<file path="src/rtl/decode_stage_pkg.sv">
// Datapath widths, major opcode map (instr[6:2]) and SYSTEM/funct7 encodings for the decode stage.
package decode_stage_pkg;
    localparam int XLEN = 32;
    localparam int ALEN = 32;
    localparam int ILEN = 32;

    typedef enum logic [4:0] {
        OPC_LOAD      = 5'b00000,
        OPC_MISC_MEM  = 5'b00011,
        OPC_OP_IMM    = 5'b00100,
        OPC_AUIPC     = 5'b00101,
        OPC_OP_IMM_32 = 5'b00110,
        OPC_STORE     = 5'b01000,
        OPC_OP        = 5'b01100,
        OPC_LUI       = 5'b01101,
        OPC_OP_32     = 5'b01110,
        OPC_BRANCH    = 5'b11000,
        OPC_JALR      = 5'b11001,
        OPC_JAL       = 5'b11011,
        OPC_SYSTEM    = 5'b11100
    } opcode_e;

    localparam logic [11:0] SYS_ECALL  = 12'h000;
    localparam logic [11:0] SYS_EBREAK = 12'h001;
    localparam logic [11:0] SYS_MRET   = 12'h302;
    localparam logic [11:0] SYS_WFI    = 12'h105;

    localparam logic [6:0] F7_BASE   = 7'h00;
    localparam logic [6:0] F7_ALT    = 7'h20;
    localparam logic [6:0] F7_MULDIV = 7'h01;
endpackage

</file>
<file path="src/rtl/trap_causes.sv">
// Trap cause codes reported alongside decode_exception.
package trap_causes;
    localparam logic [3:0] INSTR_ACCESS_FAULT  = 4'd1;
    localparam logic [3:0] ILLEGAL_INSTRUCTION = 4'd2;
endpackage

</file>
<file path="src/rtl/decode_illegal_check.sv">
// Flags encodings the core cannot execute (funct7 0x01 legal only with DECODE_MULDIV_EN).
// Latency: purely combinational.
// Backpressure: none; evaluated on whatever word fetch presents.
module decode_illegal_check
    import decode_stage_pkg::*;
(
    input  logic [ILEN-1:0] instr,
    output logic            illegal
);
    opcode_e     opc;
    logic [2:0]  f3;
    logic [6:0]  f7;
    logic [11:0] sys_imm;
    logic        f7_ok;
    logic        unused_fields;

    assign opc           = opcode_e'(instr[6:2]);
    assign f3            = instr[14:12];
    assign f7            = instr[31:25];
    assign sys_imm       = instr[31:20];
    assign unused_fields = ^{instr[19:15], instr[11:7]};

`ifdef DECODE_MULDIV_EN
    assign f7_ok = (f7 == F7_BASE) || (f7 == F7_ALT) || (f7 == F7_MULDIV);
`else
    assign f7_ok = (f7 == F7_BASE) || (f7 == F7_ALT);
`endif

    always_comb begin
        illegal = 1'b0;
        case (opc)
            OPC_LUI, OPC_AUIPC, OPC_JAL,
            OPC_OP_IMM, OPC_OP_IMM_32, OPC_MISC_MEM: illegal = 1'b0;
            OPC_JALR:             illegal = (f3 != 3'd0);
            OPC_BRANCH:           illegal = (f3 == 3'd2) || (f3 == 3'd3);
            OPC_LOAD:             illegal = (f3 == 3'd7);
            OPC_STORE:            illegal = f3[2];
            OPC_OP, OPC_OP_32:    illegal = !f7_ok;
            OPC_SYSTEM:           illegal = (f3 == 3'd0) &&
                                            !((sys_imm == SYS_ECALL) || (sys_imm == SYS_EBREAK) ||
                                              (sys_imm == SYS_MRET)  || (sys_imm == SYS_WFI));
            default:              illegal = 1'b1;
        endcase
        // Compressed/short encodings are not supported at all.
        if (instr[1:0] != 2'b11) illegal = 1'b1;
    end
endmodule

</file>
<file path="src/rtl/decode_stage.sv">
// Decode stage: field split, classification, regfile read, registered towards exec (DECODE_MULDIV_EN enables M ext).
// Latency: 1 cycle from accepted fetch word to valid decode output.
// Backpressure: holds output while exec stalls (refreshing operands from writeback); flush drops everything.
module decode_stage
    import decode_stage_pkg::*;
    import trap_causes::*;
(
    input  logic            clk,
    input  logic            rst_n,
    input  logic            prev_stalled,
    output logic            stall_prev,
    input  logic            next_stalled,
    output logic            stall_next,
    input  logic            exec_pipeline_flush,
    input  logic [ILEN-1:0] fetch_instruction,
    input  logic [ALEN-1:0] fetch_instruction_addr,
    input  logic [ALEN-1:0] fetch_instruction_next_addr,
    input  logic            fetch_exception,
    input  logic [3:0]      fetch_trap_cause,
    output logic [4:0]      regfile_rs1_sel,
    output logic [4:0]      regfile_rs2_sel,
    input  logic [XLEN-1:0] regfile_rs1_data,
    input  logic [XLEN-1:0] regfile_rs2_data,
    input  logic            writeback_en,
    input  logic [4:0]      writeback_sel,
    input  logic [XLEN-1:0] writeback_data,
    output logic            decode_exception,
    output logic [3:0]      decode_trap_cause,
    output logic            decode_is_jump,
    output logic            decode_is_reg_write,
    output logic [ILEN-1:0] decode_original_instruction,
    output logic [ALEN-1:0] decode_instruction_addr,
    output logic [ALEN-1:0] decode_instruction_next_addr,
    output logic [4:0]      opcode,
    output logic [4:0]      rd,
    output logic [2:0]      funct3,
    output logic [4:0]      rs1,
    output logic [4:0]      rs2,
    output logic [6:0]      funct7,
    output logic [11:0]     i_imm,
    output logic [11:0]     s_imm,
    output logic [11:0]     b_imm,
    output logic [19:0]     u_imm,
    output logic [19:0]     j_imm,
    output logic [XLEN-1:0] decode_rs1_data,
    output logic [XLEN-1:0] decode_rs2_data,
    output logic            rs1_mul_sign,
    output logic            rs2_mul_sign
);
    logic            valid_q, valid_d;
    logic            exc_q, exc_d;
    logic [3:0]      cause_q, cause_d;
    logic            jump_q, jump_d;
    logic            rw_q, rw_d;
    logic [ILEN-1:0] instr_q, instr_d;
    logic [ALEN-1:0] addr_q, addr_d;
    logic [ALEN-1:0] next_addr_q, next_addr_d;
    logic [XLEN-1:0] rs1_q, rs1_d;
    logic [XLEN-1:0] rs2_q, rs2_d;

    logic            accept;
    logic            illegal;
    logic            f_exc;
    logic            f_is_jump;
    logic            f_is_rw;
    opcode_e         f_opc;
    logic [2:0]      f_f3;
    logic [4:0]      f_rs1, f_rs2, held_rs1, held_rs2;
    logic [XLEN-1:0] rs1_cap, rs2_cap;

    decode_illegal_check u_illegal (
        .instr   (fetch_instruction),
        .illegal (illegal)
    );

    assign stall_prev = valid_q && next_stalled;
    assign stall_next = !valid_q;
    assign accept     = !prev_stalled && !stall_prev && !exec_pipeline_flush;

    assign f_opc           = opcode_e'(fetch_instruction[6:2]);
    assign f_f3            = fetch_instruction[14:12];
    assign f_rs1           = fetch_instruction[19:15];
    assign f_rs2           = fetch_instruction[24:20];
    assign regfile_rs1_sel = f_rs1;
    assign regfile_rs2_sel = f_rs2;
    assign f_exc           = fetch_exception || illegal;

    // Regfile is written at the same edge we capture, so bypass the retiring value.
    assign rs1_cap = (f_rs1 == 5'd0) ? '0 :
                     (writeback_en && writeback_sel == f_rs1) ? writeback_data : regfile_rs1_data;
    assign rs2_cap = (f_rs2 == 5'd0) ? '0 :
                     (writeback_en && writeback_sel == f_rs2) ? writeback_data : regfile_rs2_data;

    always_comb begin
        f_is_jump = 1'b0;
        f_is_rw   = 1'b0;
        case (f_opc)
            OPC_JAL, OPC_JALR: begin f_is_jump = 1'b1; f_is_rw = 1'b1; end
            OPC_BRANCH:        f_is_jump = 1'b1;
            OPC_LUI, OPC_AUIPC, OPC_LOAD, OPC_OP,
            OPC_OP_IMM, OPC_OP_32, OPC_OP_IMM_32: f_is_rw = 1'b1;
            OPC_SYSTEM: begin
                f_is_rw   = (f_f3 != 3'd0);
                f_is_jump = (f_f3 == 3'd0) && (fetch_instruction[31:20] == SYS_MRET);
            end
            default: ;
        endcase
    end

    assign held_rs1 = instr_q[19:15];
    assign held_rs2 = instr_q[24:20];

    always_comb begin
        valid_d     = valid_q;
        exc_d       = exc_q;
        cause_d     = cause_q;
        jump_d      = jump_q;
        rw_d        = rw_q;
        instr_d     = instr_q;
        addr_d      = addr_q;
        next_addr_d = next_addr_q;
        rs1_d       = rs1_q;
        rs2_d       = rs2_q;
        if (exec_pipeline_flush) begin
            valid_d = 1'b0;
            exc_d   = 1'b0;
        end else if (accept) begin
            valid_d     = 1'b1;
            instr_d     = fetch_instruction;
            addr_d      = fetch_instruction_addr;
            next_addr_d = fetch_instruction_next_addr;
            exc_d       = f_exc;
            cause_d     = fetch_exception ? fetch_trap_cause :
                          illegal         ? ILLEGAL_INSTRUCTION : 4'd0;
            jump_d      = f_is_jump && !f_exc;
            rw_d        = f_is_rw && !f_exc;
            rs1_d       = rs1_cap;
            rs2_d       = rs2_cap;
        end else if (valid_q && next_stalled) begin
            // Holding: the producer of a held operand may retire meanwhile.
            if (writeback_en && writeback_sel == held_rs1 && held_rs1 != 5'd0) rs1_d = writeback_data;
            if (writeback_en && writeback_sel == held_rs2 && held_rs2 != 5'd0) rs2_d = writeback_data;
        end else begin
            valid_d = 1'b0;
        end
    end

    always_ff @(posedge clk or negedge rst_n) begin
        if (!rst_n) begin
            valid_q     <= 1'b0;
            exc_q       <= 1'b0;
            cause_q     <= '0;
            jump_q      <= 1'b0;
            rw_q        <= 1'b0;
            instr_q     <= '0;
            addr_q      <= '0;
            next_addr_q <= '0;
            rs1_q       <= '0;
            rs2_q       <= '0;
        end else begin
            valid_q     <= valid_d;
            exc_q       <= exc_d;
            cause_q     <= cause_d;
            jump_q      <= jump_d;
            rw_q        <= rw_d;
            instr_q     <= instr_d;
            addr_q      <= addr_d;
            next_addr_q <= next_addr_d;
            rs1_q       <= rs1_d;
            rs2_q       <= rs2_d;
        end
    end

    assign decode_exception             = exc_q;
    assign decode_trap_cause            = cause_q;
    assign decode_is_jump               = jump_q;
    assign decode_is_reg_write          = rw_q;
    assign decode_original_instruction  = instr_q;
    assign decode_instruction_addr      = addr_q;
    assign decode_instruction_next_addr = next_addr_q;
    assign decode_rs1_data              = rs1_q;
    assign decode_rs2_data              = rs2_q;

    assign opcode = instr_q[6:2];
    assign rd     = instr_q[11:7];
    assign funct3 = instr_q[14:12];
    assign rs1    = instr_q[19:15];
    assign rs2    = instr_q[24:20];
    assign funct7 = instr_q[31:25];
    assign i_imm  = instr_q[31:20];
    assign s_imm  = {instr_q[31:25], instr_q[11:7]};
    assign b_imm  = {instr_q[31], instr_q[7], instr_q[30:25], instr_q[11:8]};
    assign u_imm  = instr_q[31:12];
    assign j_imm  = {instr_q[31], instr_q[19:12], instr_q[20], instr_q[30:21]};

`ifdef DECODE_MULDIV_EN
    // MULHU treats rs1 unsigned; only MUL/MULH treat rs2 signed.
    assign rs1_mul_sign = rs1_q[XLEN-1] && (instr_q[14:12] != 3'd3);
    assign rs2_mul_sign = rs2_q[XLEN-1] && (instr_q[14:13] == 2'b00);
`else
    assign rs1_mul_sign = 1'b0;
    assign rs2_mul_sign = 1'b0;
`endif
endmodule

</file>
<file path="config.mk">
export PLATFORM = sky130hd
export DESIGN_NAME = decode_stage
export DESIGN_NICKNAME = d
export VERILOG_FILES = /design/src/rtl/decode_stage_pkg.sv /design/src/rtl/trap_causes.sv /design/src/rtl/decode_illegal_check.sv /design/src/rtl/decode_stage.sv
export SDC_FILE = /design/constraint.sdc
export NUM_CORES = 1
export LEC_CHECK = 0
export BUFFER_PORTS_ARGS = -buffer_cell sky130_fd_sc_hd__buf_2
export CORE_AREA = 3 3 194 196
export CTS_BUF_LIST = sky130_fd_sc_hd__clkbuf_2 sky130_fd_sc_hd__clkbuf_4 sky130_fd_sc_hd__clkbuf_8
export DETAILED_ROUTE_END_ITERATION = 7
export DIE_AREA = 0 0 197 199
export PLACE_DENSITY_LB_ADDON = 0.25
export SLEW_MARGIN = 25
export SYNTH_ARGS = -nofsm -noshare
export SYNTH_HDL_FRONTEND = slang
export SYNTH_SLANG_ARGS = --single-unit
</file>
<file path="constraint.sdc">
create_clock -name clk -period 2 [get_ports clk]
set_input_delay 0.1 -clock clk [delete_from_list [all_inputs] [get_ports clk]]
set_output_delay 0.1 -clock clk [all_outputs]
set_load 0.05 [all_outputs]
</file>
==> impl_metrics.yaml, run 1 <==
routing:
  viasPerCell: 4.244
  routed-via-count: 8183
  drt_iter0_drc: 308
  drt-pass1-iter-count: 4
  ant_nets: 0
  wirelength_um: 33350
  drc_errors: 0
  wire_per_inst_um: 17.30
timing:
  rsz0062_at_grt: "false"
  tightestPinTransition_ns: 0.6651
  max_clock_freq_mhz: 514.5
  maxSlewHeadroom_pct: 54.51
  hold_viol_final: 0
  finalCritPeriodShare_pct: 97.19
  period_minus_slack_ns: 1.944
  worst_slack_ns: 0.05623
  setup_viol_count_final: 0
  finalMaxSlewViolations: 0
  skew_ns: 0.01505
  setup_tns_ns: 0
  holdWs_ns: 0.08633
critical_path:
  reg2reg_depth: 6
  worst_setup_path_end_kind: "register"
  worstSetupStartpoint: "fetch_instruction[3]"
  worst_ep_arrival_time_ns: 2.34
  r2r_slack_ns: 0.09
  critPathLaunchType: "primary input"
  path_cells: "dlygate4sd3_1 > buf_2 > or3b_1 > o221a_1 > a2111oi_2 > o211ai_2 > o31ai_2"
  cp_max_fo: 9
  crit_slowest_cell: "dlygate4sd3_1"
  slowest_delay_ns: 0.55
  cp_top_family: "compound AO/OA/AOI/OAI gates"
  r2r_end: "decode_rs1_data[11]$_DFFE_PN0P_"
  path_buf_inv: 2
  rr_startpoint: "valid_q$_DFFE_PN0P_"
  critPathKind: "primary input to register"
  worstPathRequired_ns: 2.40
yosys:
  ys.flop_type: "dfrtp_1"
  postSynthCellCount: 863
  async_reset_ff_share_pct: 100.0
  postSynthAreaPerCell_um2: 9.976
  syn-cell-area_mm2: 0.008610
  synth_edf_count: 0
  ys_seq_area_share_pct: 48.83
  ys_ff_latch: 168
  yosys_warnings: 0
  synth_cell_type_count: 50
outcome:
  status: "finished, final reports clean"
layout:
  n_antenna_cell: 0
  fill_cells: 3595
  nNetsFinal: 1655
  syn_to_final_growth_pct: 56.10
  final_cell_mix: "491 x buf_2, 299 x nand2_1, 201 x dlygate4sd3_1"
  final_common_cell: "buf_2"
  drive_gt1_share_pct: 44.38
worst_hold_path:
  holdCritPathClass: "primary input to register"
  hold_start: "next_stalled"
  min_path_cells: 3
  whs_endpoint: "decode_exception$_DFFE_PN0P_"
cts:
  postCtsSetupRepairBufs: 0
  cts_tree: "yes"
  clk_latency_ns: 0.49
  cts_buffers: 17
  h-tree-depth: 4
  cts.sinks: 168
  cts.clk_slew.worst_paths_ns: 0.09
  cts_root_buffer: "clkbuf_8"
  cts.path.max_buffers: 2
die:
  start_util_pct: 23.74
  core_mm2: 0.03626
  die_h_um: 199
  ios: 495
  row_count: 70
  die_width_um: 197
  dieArea_mm2: 0.03920
global_routing:
  track_usage_pct: 16.33
  grt_max_degree: 99
  grt_pass1_vias: 8397
  grt-ovfl-total: 0
  grt_pass1_wl_um: 49380
  antenna_found_initial: 2
placed_design:
  portBuffers: 492
  dp_hpwl_um: 23910
  gp_congestion: 0.7782
  place_ws_ns: 0.07479
power_and_ir_drop:
  power_per_cell_area_mw_per_mm2: 981.7
  power.leakage_nw: 7.115
  vdd_ir_drop_max_mv: 0.5256
job:
  cap_violations: 0
[synth_stat cells (all sizes together) (2+ instances only)]
| cell | count | area (um2) |
|---|---|---|
| nor4 | 4 | 25.02 |
| a21oi | 10 | 50.05 |
| nand2 | 300 | 1126 |
| a2111oi | 2 | 23.77 |
| nand4 | 3 | 18.77 |
| nor2b | 2 | 12.51 |
| inv | 4 | 15.01 |
| buf | 141 | 1046 |
| clkbuf | 23 | 96.34 |
| o21bai | 2 | 15.01 |
| and2 | 2 | 12.51 |
| mux2 | 64 | 833.3 |
| o21ai | 5 | 25.02 |
| nand2b | 4 | 25.02 |
| nor3 | 5 | 25.02 |
| dfrtp | 168 | 4204 |
| xor2 | 5 | 43.79 |
| o31ai | 4 | 50.05 |
| nand3 | 4 | 20.02 |
| a22o | 66 | 578.1 |
| a211oi | 2 | 27.53 |
| nor2 | 12 | 47.55 |
| xnor2 | 13 | 113.9 |
[state kept, by name, indices dropped and copies added, names as in the netlist, 4 cells and up]
| signal | count |
|---|---|
| decode_rs2_data | 32 |
| decode_rs1_data | 32 |
| decode_trap_cause | 4 |
| decode_instruction_next_addr | 32 |
| decode_original_instruction | 32 |
| decode_instruction_addr | 32 |
[layer usage]
| layer | up-vias | wire, um | global-route usage (%) |
|---|---|---|---|
| met1 | 3899 | 13870 | 19.75 |
| met5 | - | 27 | 0 |
| met4 | 4 | 944 | 6.177 |
| li1 | 3894 | - | - |
| met3 | 57 | 2062 | 4.641 |
| met2 | 329 | 16440 | 27.75 |
[power by group]
group / internal (W) / leakage (nW) / total (W) / switching (W)
sequential: 0.00396 / 2.05 / 0.00434 / 0.000382
clock: 0.00130 / 0.213 / 0.00272 / 0.00142
combinational: 0.00166 / 4.85 / 0.00613 / 0.00447
[layout make-up]
cell class / instances / area, um2 / area share [%]
Sequential cell: 168 / 4214 / 31.36
Multi-Input combinational cell: 527 / 3294 / 24.51
Inverter: 5 / 23.77 / 0.1769
Tap cell: 468 / 585.6 / 4.357
Clock buffer: 19 / 255.2 / 1.899
Clock inverter: 13 / 166.4 / 1.238
Timing Repair Buffer: 728 / 4900 / 36.46
[how the worst max path moves through the flow]
stage | to | slack (ns) | cells past startpoint
floorplan | decode_rs1_data[10]$_DFFE_PN0P_ | 0.01 | 5
global placement | decode_rs1_data[15]$_DFFE_PN0P_ | 0.07 | 5
detailed placement | decode_is_reg_write$_DFFE_PN0P_ | 0.07 | 7
CTS | decode_rs1_data[11]$_DFFE_PN0P_ | 0.06 | 5
global route | decode_is_reg_write$_DFFE_PN0P_ | 0.002 | 8
finish | decode_is_reg_write$_DFFE_PN0P_ | 0.06 | 7
[worst reg2reg max path: stages (launching register included)]
cell and delay, ns:
dfrtp_1 0.44, buf_4 0.17, a211oi_4 0.35, o31ai_4 0.17, buf_12 0.19, a22o_1 0.24
mux2_4 0.26
[per-stage QoR]
step / power [W] / cells / util [%] / cell area, um2
4_1_cts: 0.01337 / 1928 / 37.04 / 13430
3_3_place_gp: 0.01022 / 1695 / 30.32 / 11000
2_1_floorplan: 0.008993 / 864 / - / 8628
5_1_grt: 0.01380 / 1928 / 37.06 / 13440
6_report: 0.01319 / 1928 / 37.06 / 13440
3_5_place_dp: 0.01025 / 1695 / 30.32 / 11000
[kinds of logic after synthesis]
kind of cell,count (synthesis),synth area share [%]
and+or+nand+nor,343,16.02
DFF,168,48.83
muxes,64,9.679
AOI/OAI and AO/OA,100,10.11
buffers and inverters,169,13.49
xor gates and xnor gates,18,1.831
other,1,0.04356
[what timing repair did]
item / 4_1_cts / 5_1_grt
resized for setup: 0 / 3
hold buffers: 201 / 0
endpoints found under the hold margin: 224 / 0
setup endpoints to repair: 0 / 21
No activity file was read; power rests on OpenSTA's default activity.
==> run 2, diff against run 1 <==
Settings changed: SETUP_SLACK_MARGIN set to 0.15.
==> run 2 against run 1 <==
Compared with the run above: maximum frequency rose by 0.12%; via count rose by 2.0%; sequential cell count unchanged; non-clock buffer count up 13; critical path type unchanged; final cell count increased by 0.67%; global-route usage rose by 0.17 points; hold slack better by 0.0094 ns; combinational power up 3%; power grew 0.11%; clock power is 7% lower; routed wire length up 3.6%; core utilization increased by 1.0 points.
==> impl_metrics.yaml, run 2 (synthesized netlist as in run 1, its figures left out) <==
global_routing:
  antenna_found_initial: 2
  track_usage_pct: 16.50
  grt_max_degree: 98
  grt-ovfl-total: 0
  grt_pass1_vias: 8568
  grt_pass1_wl_um: 50010
routing:
  wirelength_um: 34530
  drc_errors: 0
  routed-via-count: 8349
  wire_per_inst_um: 17.79
  drt-pass1-iter-count: 4
  ant_nets: 0
  drt_iter0_drc: 354
  viasPerCell: 4.301
die:
  die_h_um: 199
  die_width_um: 197
  row_count: 70
  dieArea_mm2: 0.03920
  start_util_pct: 23.74
  core_mm2: 0.03626
  ios: 495
timing:
  skew_ns: 0.01066
  finalCritPeriodShare_pct: 97.07
  max_clock_freq_mhz: 515.1
  maxSlewHeadroom_pct: 44.42
  period_minus_slack_ns: 1.941
  setup_viol_count_final: 0
  hold_viol_final: 0
  rsz0062_at_grt: "true"
  setup_tns_ns: 0
  tightestPinTransition_ns: 0.8317
  finalMaxSlewViolations: 0
job:
  cap_violations: 0
layout:
  n_antenna_cell: 0
  final_cell_mix: "491 x buf_2, 299 x nand2_1, 200 x dlygate4sd3_1"
  syn_to_final_growth_pct: 60.33
  nNetsFinal: 1668
  finalInstanceArea_mm2: 0.01380
  drive_gt1_share_pct: 45.35
  multiInputGateArea_mm2: 0.003455
  seqCellArea_mm2: 0.004217
  fill_cells: 3614
  final_common_cell: "buf_2"
cts:
  cts.sinks: 168
  cts.path.max_buffers: 2
  cts.clk_slew.worst_paths_ns: 0.09
  clk_latency_ns: 0.48
  h-tree-depth: 4
  cts_root_buffer: "clkbuf_8"
  cts_buffers: 17
  cts_tree: "yes"
critical_path:
  worst_setup_path_end_kind: "register"
  worstPathRequired_ns: 2.36
  critPathKind: "primary input to register"
  path_buf_inv: 3
  critPathLaunchType: "primary input"
  cp_max_fo: 32
  path_cells: "dlygate4sd3_1 > buf_2 > or4_4 > o21ai_1 > o21ba_2 > buf_12 > a22o_1 > mux2_4"
  crit_slowest_cell: "or4_4"
  worst_ep_arrival_time_ns: 2.31
  cp_top_family: "buffers and inverters"
  slowest_delay_ns: 0.57
placed_design:
  gp_congestion: 0.7660
  portBuffers: 492
  dp_hpwl_um: 23130
  placed_area_mm2: 0.01093
power_and_ir_drop:
  vdd_ir_drop_max_mv: 0.4847
  power.leakage_nw: 7.346
  power_per_cell_area_mw_per_mm2: 956.9
outcome:
  status: "finished, final reports clean"
worst_hold_path:
  holdCritPathClass: "primary input to register"
-- run 2: changes by cell type in the layout (fill, tap and decap cells not counted), moves of 3 or more --
cell / change
buf_16: +3
buf_4: +4
buf_6: +5
clkbuf_16: +4
clkinv_4: +3
mux2_2: -31
mux2_4: +31
xnor2_1: -4
xnor2_2: +4
-- run 2: final timing paths --
path | from | endpoint | slack [ns] | depth (start not counted)
setup / recovery | fetch_instruction[16] | decode_rs1_data[27]$_DFFE_PN0P_ | 0.06 | 8
hold / removal | fetch_trap_cause[1] | decode_trap_cause[1]$_DFFE_PN0P_ | 0.1 | 4
setup reg to reg | valid_q$_DFFE_PN0P_ | decode_rs2_data[22]$_DFFE_PN0P_ | 0.08 | 7
hold reg to reg | decode_instruction_next_addr[24]$_DFFE_PN0P_ | decode_instruction_next_addr[24]$_DFFE_PN0P_ | 0.47 | 2
max in group asynchronous | rst_n | decode_rs1_data[3]$_DFFE_PN0P_ | 1.14 | 3
min in group asynchronous | rst_n | decode_original_instruction[25]$_DFFE_PN0P_ | 0.17 | 2
-- run 2: final cells by class --
class | count | area share (%)
multi-input combinational | 527 | 25.03
inverter | 5 | 0.1722
clock inverter | 8 | 0.6255
clock buffer | 24 | 2.257
tap | 468 | 4.242
timing repair buffer | 741 | 37.13
sequential | 168 | 30.55
-- run 2: power by group --
part / switching (W) / total (W) / internal [W]
combinational: 0.00452 / 0.00632 / 0.00179
clock: 0.00137 / 0.00254 / 0.00117
sequential: 0.000390 / 0.00435 / 0.00396
total: 0.00628 / 0.0132 / 0.00693
-- run 2: per-stage QoR --
step	hold WS, ns	setup WS, ns	util (%)	total power (W)	std cells
floorplan	-0.1956	0.04046	-	0.009000	864
global placement	0.1360	0.1048	30.13	0.01020	1687
detailed placement	0.1102	0.07855	30.13	0.01022	1687
CTS	0.02521	0.07654	37.17	0.01323	1931
global route	0.05142	0.02895	38.07	0.01383	1941
finish	0.09569	0.05862	38.07	0.01321	1941
-- run 2: routing by layer --
metal  up-vias  track usage, %  part of all wire [%]
met1      4046           20.28                    42
li1       3923               -                     -
met5         -               0                     0
met2       338           28.59                    50
met3        42           3.760                   5.3
met4         0           5.729                   2.5
-- run 2: what timing repair did --
action / 4_1_cts / 5_1_grt
resized for setup: 4 / 41
endpoints found under the setup margin: 64 / 68
endpoints found under the hold margin: 233 / 0
gates cloned: 3 / 5
pin swaps: 2 / 13
hold buffers: 200 / 0
buffers inserted: 9 / 5
-- run 2: worst reg2reg max path: stages (launching register included) --
cell,delay (ns)
dfrtp_1,0.45
buf_4,0.16
a21oi_2,0.20
nand2b_4,0.10
a41o_1,0.24
buf_12,0.17
a22o_1,0.24
mux2_4,0.26
==> run 3, diff against run 2 <==
Settings changed: CORE_AREA 3 3 194 196 to 3 3 192 194, CTS_CLUSTER_SIZE set to 14, DIE_AREA 0 0 197 199 to 0 0 195 197.
==> run 3 against run 2 <==
Compared with the run above: die area fell by 2.0%; critical path type is now register to register; critical endpoint is now decode_rs2_data[21]$_DFFE_PN0P_; via count fell by 0.16%; global-route usage rose by 0.78 points; clock power fell by 3%; power fell by 0.83%; register-to-register slack got worse by 0.04 ns; worst setup slack got worse by 0.022 ns; routed wire length fell by 0.29%; sequential share of layout area rose by 0.18 points; hold slack got worse by 0.0054 ns.
==> impl_metrics.yaml, run 3 (synthesized netlist as in run 1, its figures left out) <==
outcome:
  status: "finished, final reports clean"
timing:
  max_clock_freq_mhz: 509.4
  holdWs_ns: 0.09025
  rsz0062_at_grt: "true"
  finalCritPeriodShare_pct: 98.16
  skew_ns: 0.02130
  hold_viol_final: 0
  tightestPinTransition_ns: 0.9552
  finalMaxSlewViolations: 0
  setup_viol_count_final: 0
  period_minus_slack_ns: 1.963
  maxSlewHeadroom_pct: 34.67
  setup_tns_ns: 0
cts:
  cts_buffers: 17
  cts_tree: "yes"
  cts.sinks: 168
  cts.path.max_buffers: 2
  clk_latency_ns: 0.48
  cts.clk_slew.worst_paths_ns: 0.10
  cts_root_buffer: "clkbuf_8"
  h-tree-depth: 4
routing:
  dr_wl_met3_um: 1963
  wire_per_inst_um: 17.82
  highest_layer: "met5"
  wl_met2_um: 17120
  wl_met1_um: 14440
  wirelength_um: 34430
  drt_iter0_drc: 241
  routed-via-count: 8336
  viasPerCell: 4.315
  drc_errors: 0
  ant_nets: 0
  drt-pass1-iter-count: 4
layout:
  fill_cells: 3507
  n_antenna_cell: 0
  final_core_util_pct: 38.78
  syn_to_final_growth_pct: 59.42
  final_cell_mix: "491 x buf_2, 299 x nand2_1, 201 x dlygate4sd3_1"
  nNetsFinal: 1667
  final_common_cell: "buf_2"
  drive_gt1_share_pct: 45.34
placed_design:
  portBuffers: 492
  dp_hpwl_um: 23510
  gp_congestion: 0.8130
global_routing:
  track_usage_pct: 17.28
  grt_max_degree: 93
  grt-ovfl-total: 0
  grt_pass1_vias: 8755
  antenna_found_initial: 1
  grt_pass1_wl_um: 51360
worst_hold_path:
  min_path_cells: 3
  whs_endpoint: "decode_exception$_DFFE_PN0P_"
  holdCritPathClass: "primary input to register"
  hold_start: "next_stalled"
die:
  ios: 495
  row_count: 69
  dieArea_mm2: 0.03842
  die_width_um: 195
  die_h_um: 197
  start_util_pct: 24.32
  core_mm2: 0.03540
power_and_ir_drop:
  vdd_ir_drop_max_mv: 0.5692
  power.leakage_nw: 7.269
  power_per_cell_area_mw_per_mm2: 954.4
critical_path:
  worst_ep_arrival_time_ns: 2.33
  r2r_slack_ns: 0.04
  worstPathRequired_ns: 2.37
  r2r_end: "decode_rs2_data[21]$_DFFE_PN0P_"
  cp_max_fo: 8
  critPathKind: "register to register"
  critPathLaunchType: "register"
  reg2reg_depth: 7
  worst_setup_path_end_kind: "register"
  rr_startpoint: "decode_original_instruction[22]$_DFFE_PN0P_"
job:
  cap_violations: 0
==> run 3: cell count changes in the layout (fill, tap and decap cells not counted), moves of 3 or more <==
cell / before / now
buf_12: 11 / 14
buf_6: 6 / 2
clkinvlp_4: 1 / 5
clkinv_4: 4 / 1
clkbuf_4: 3 / 0
mux2_2: 3 / 13
mux2_4: 61 / 51
clkbuf_16: 4 / 0
==> run 3: per-layer routing <==
metal,GRT usage [%],vias to the layer above
li1,-,3922
met1,20.96,4018
met2,29.82,341
met3,4.410,53
met4,6.232,2
met5,0,-
==> run 3: worst max-delay path, cell delays in order, from the launching register on <==
cell,delay (ns)
dfrtp_2,0.44
xnor2_2,0.15
nand4_1,0.21
o31ai_4,0.36
buf_6,0.17
buf_12,0.10
buf_16,0.14
mux2_4,0.30
==> run 3: per-stage QoR <==
step / total power (W) / setup slack [ns] / area [um2] / cells
3_5_place_dp: 0.01024 / 0.04413 / 10920 / 1680
6_report: 0.01310 / 0.03675 / 13730 / 1932
3_3_place_gp: 0.01021 / 0.07371 / 10920 / 1680
5_1_grt: 0.01373 / -0.01814 / 13730 / 1932
4_1_cts: 0.01321 / 0.05748 / 13620 / 1930
2_1_floorplan: 0.009000 / 0.04046 / 8650 / 864
==> run 3: report_power, final <==
| group | total (W) | switching, W | internal (W) |
|---|---|---|---|
| clock network | 0.00246 | 0.00140 | 0.00106 |
| registers | 0.00436 | 0.000398 | 0.00396 |
| logic | 0.00628 | 0.00451 | 0.00177 |
| total | 0.0131 | 0.00631 | 0.00679 |
==> run 3: final cells by class <==
cell class,instances,area (um2),share of cell area (%)
repair buffers,740,5106,37.20
inverters,5,23.77,0.1732
multi-input cells,527,3425,24.95
flip-flops and latches,168,4218,30.73
clock buffers,19,261.5,1.905
clock inverters,12,115.1,0.8386
well taps,461,576.8,4.202
==> run 3: what timing repair did <==
action                                  4_1_cts  5_1_grt
endpoints found under the setup margin       64       68
setup buffers                                14        2
resized for setup                            20       18
pin swaps                                     2        8
gates cloned                                  4        0
hold buffers                                201        0
hold endpoints to repair                    335        0
==> run 3: worst max path at each step <==
stage	from	cells past startpoint	end
after floorplan	decode_original_instruction[18]$_DFFE_PN0P_	5	decode_rs1_data[10]$_DFFE_PN0P_
after global placement	valid_q$_DFFE_PN0P_	6	decode_rs2_data[15]$_DFFE_PN0P_
after detailed placement	fetch_instruction[25]	7	decode_is_reg_write$_DFFE_PN0P_
after CTS	decode_original_instruction[15]$_DFFE_PN0P_	7	decode_rs1_data[0]$_DFFE_PN0P_
after global routing	decode_original_instruction[22]$_DFFE_PN0P_	7	decode_rs2_data[22]$_DFFE_PN0P_
final	decode_original_instruction[22]$_DFFE_PN0P_	7	decode_rs2_data[21]$_DFFE_PN0P_
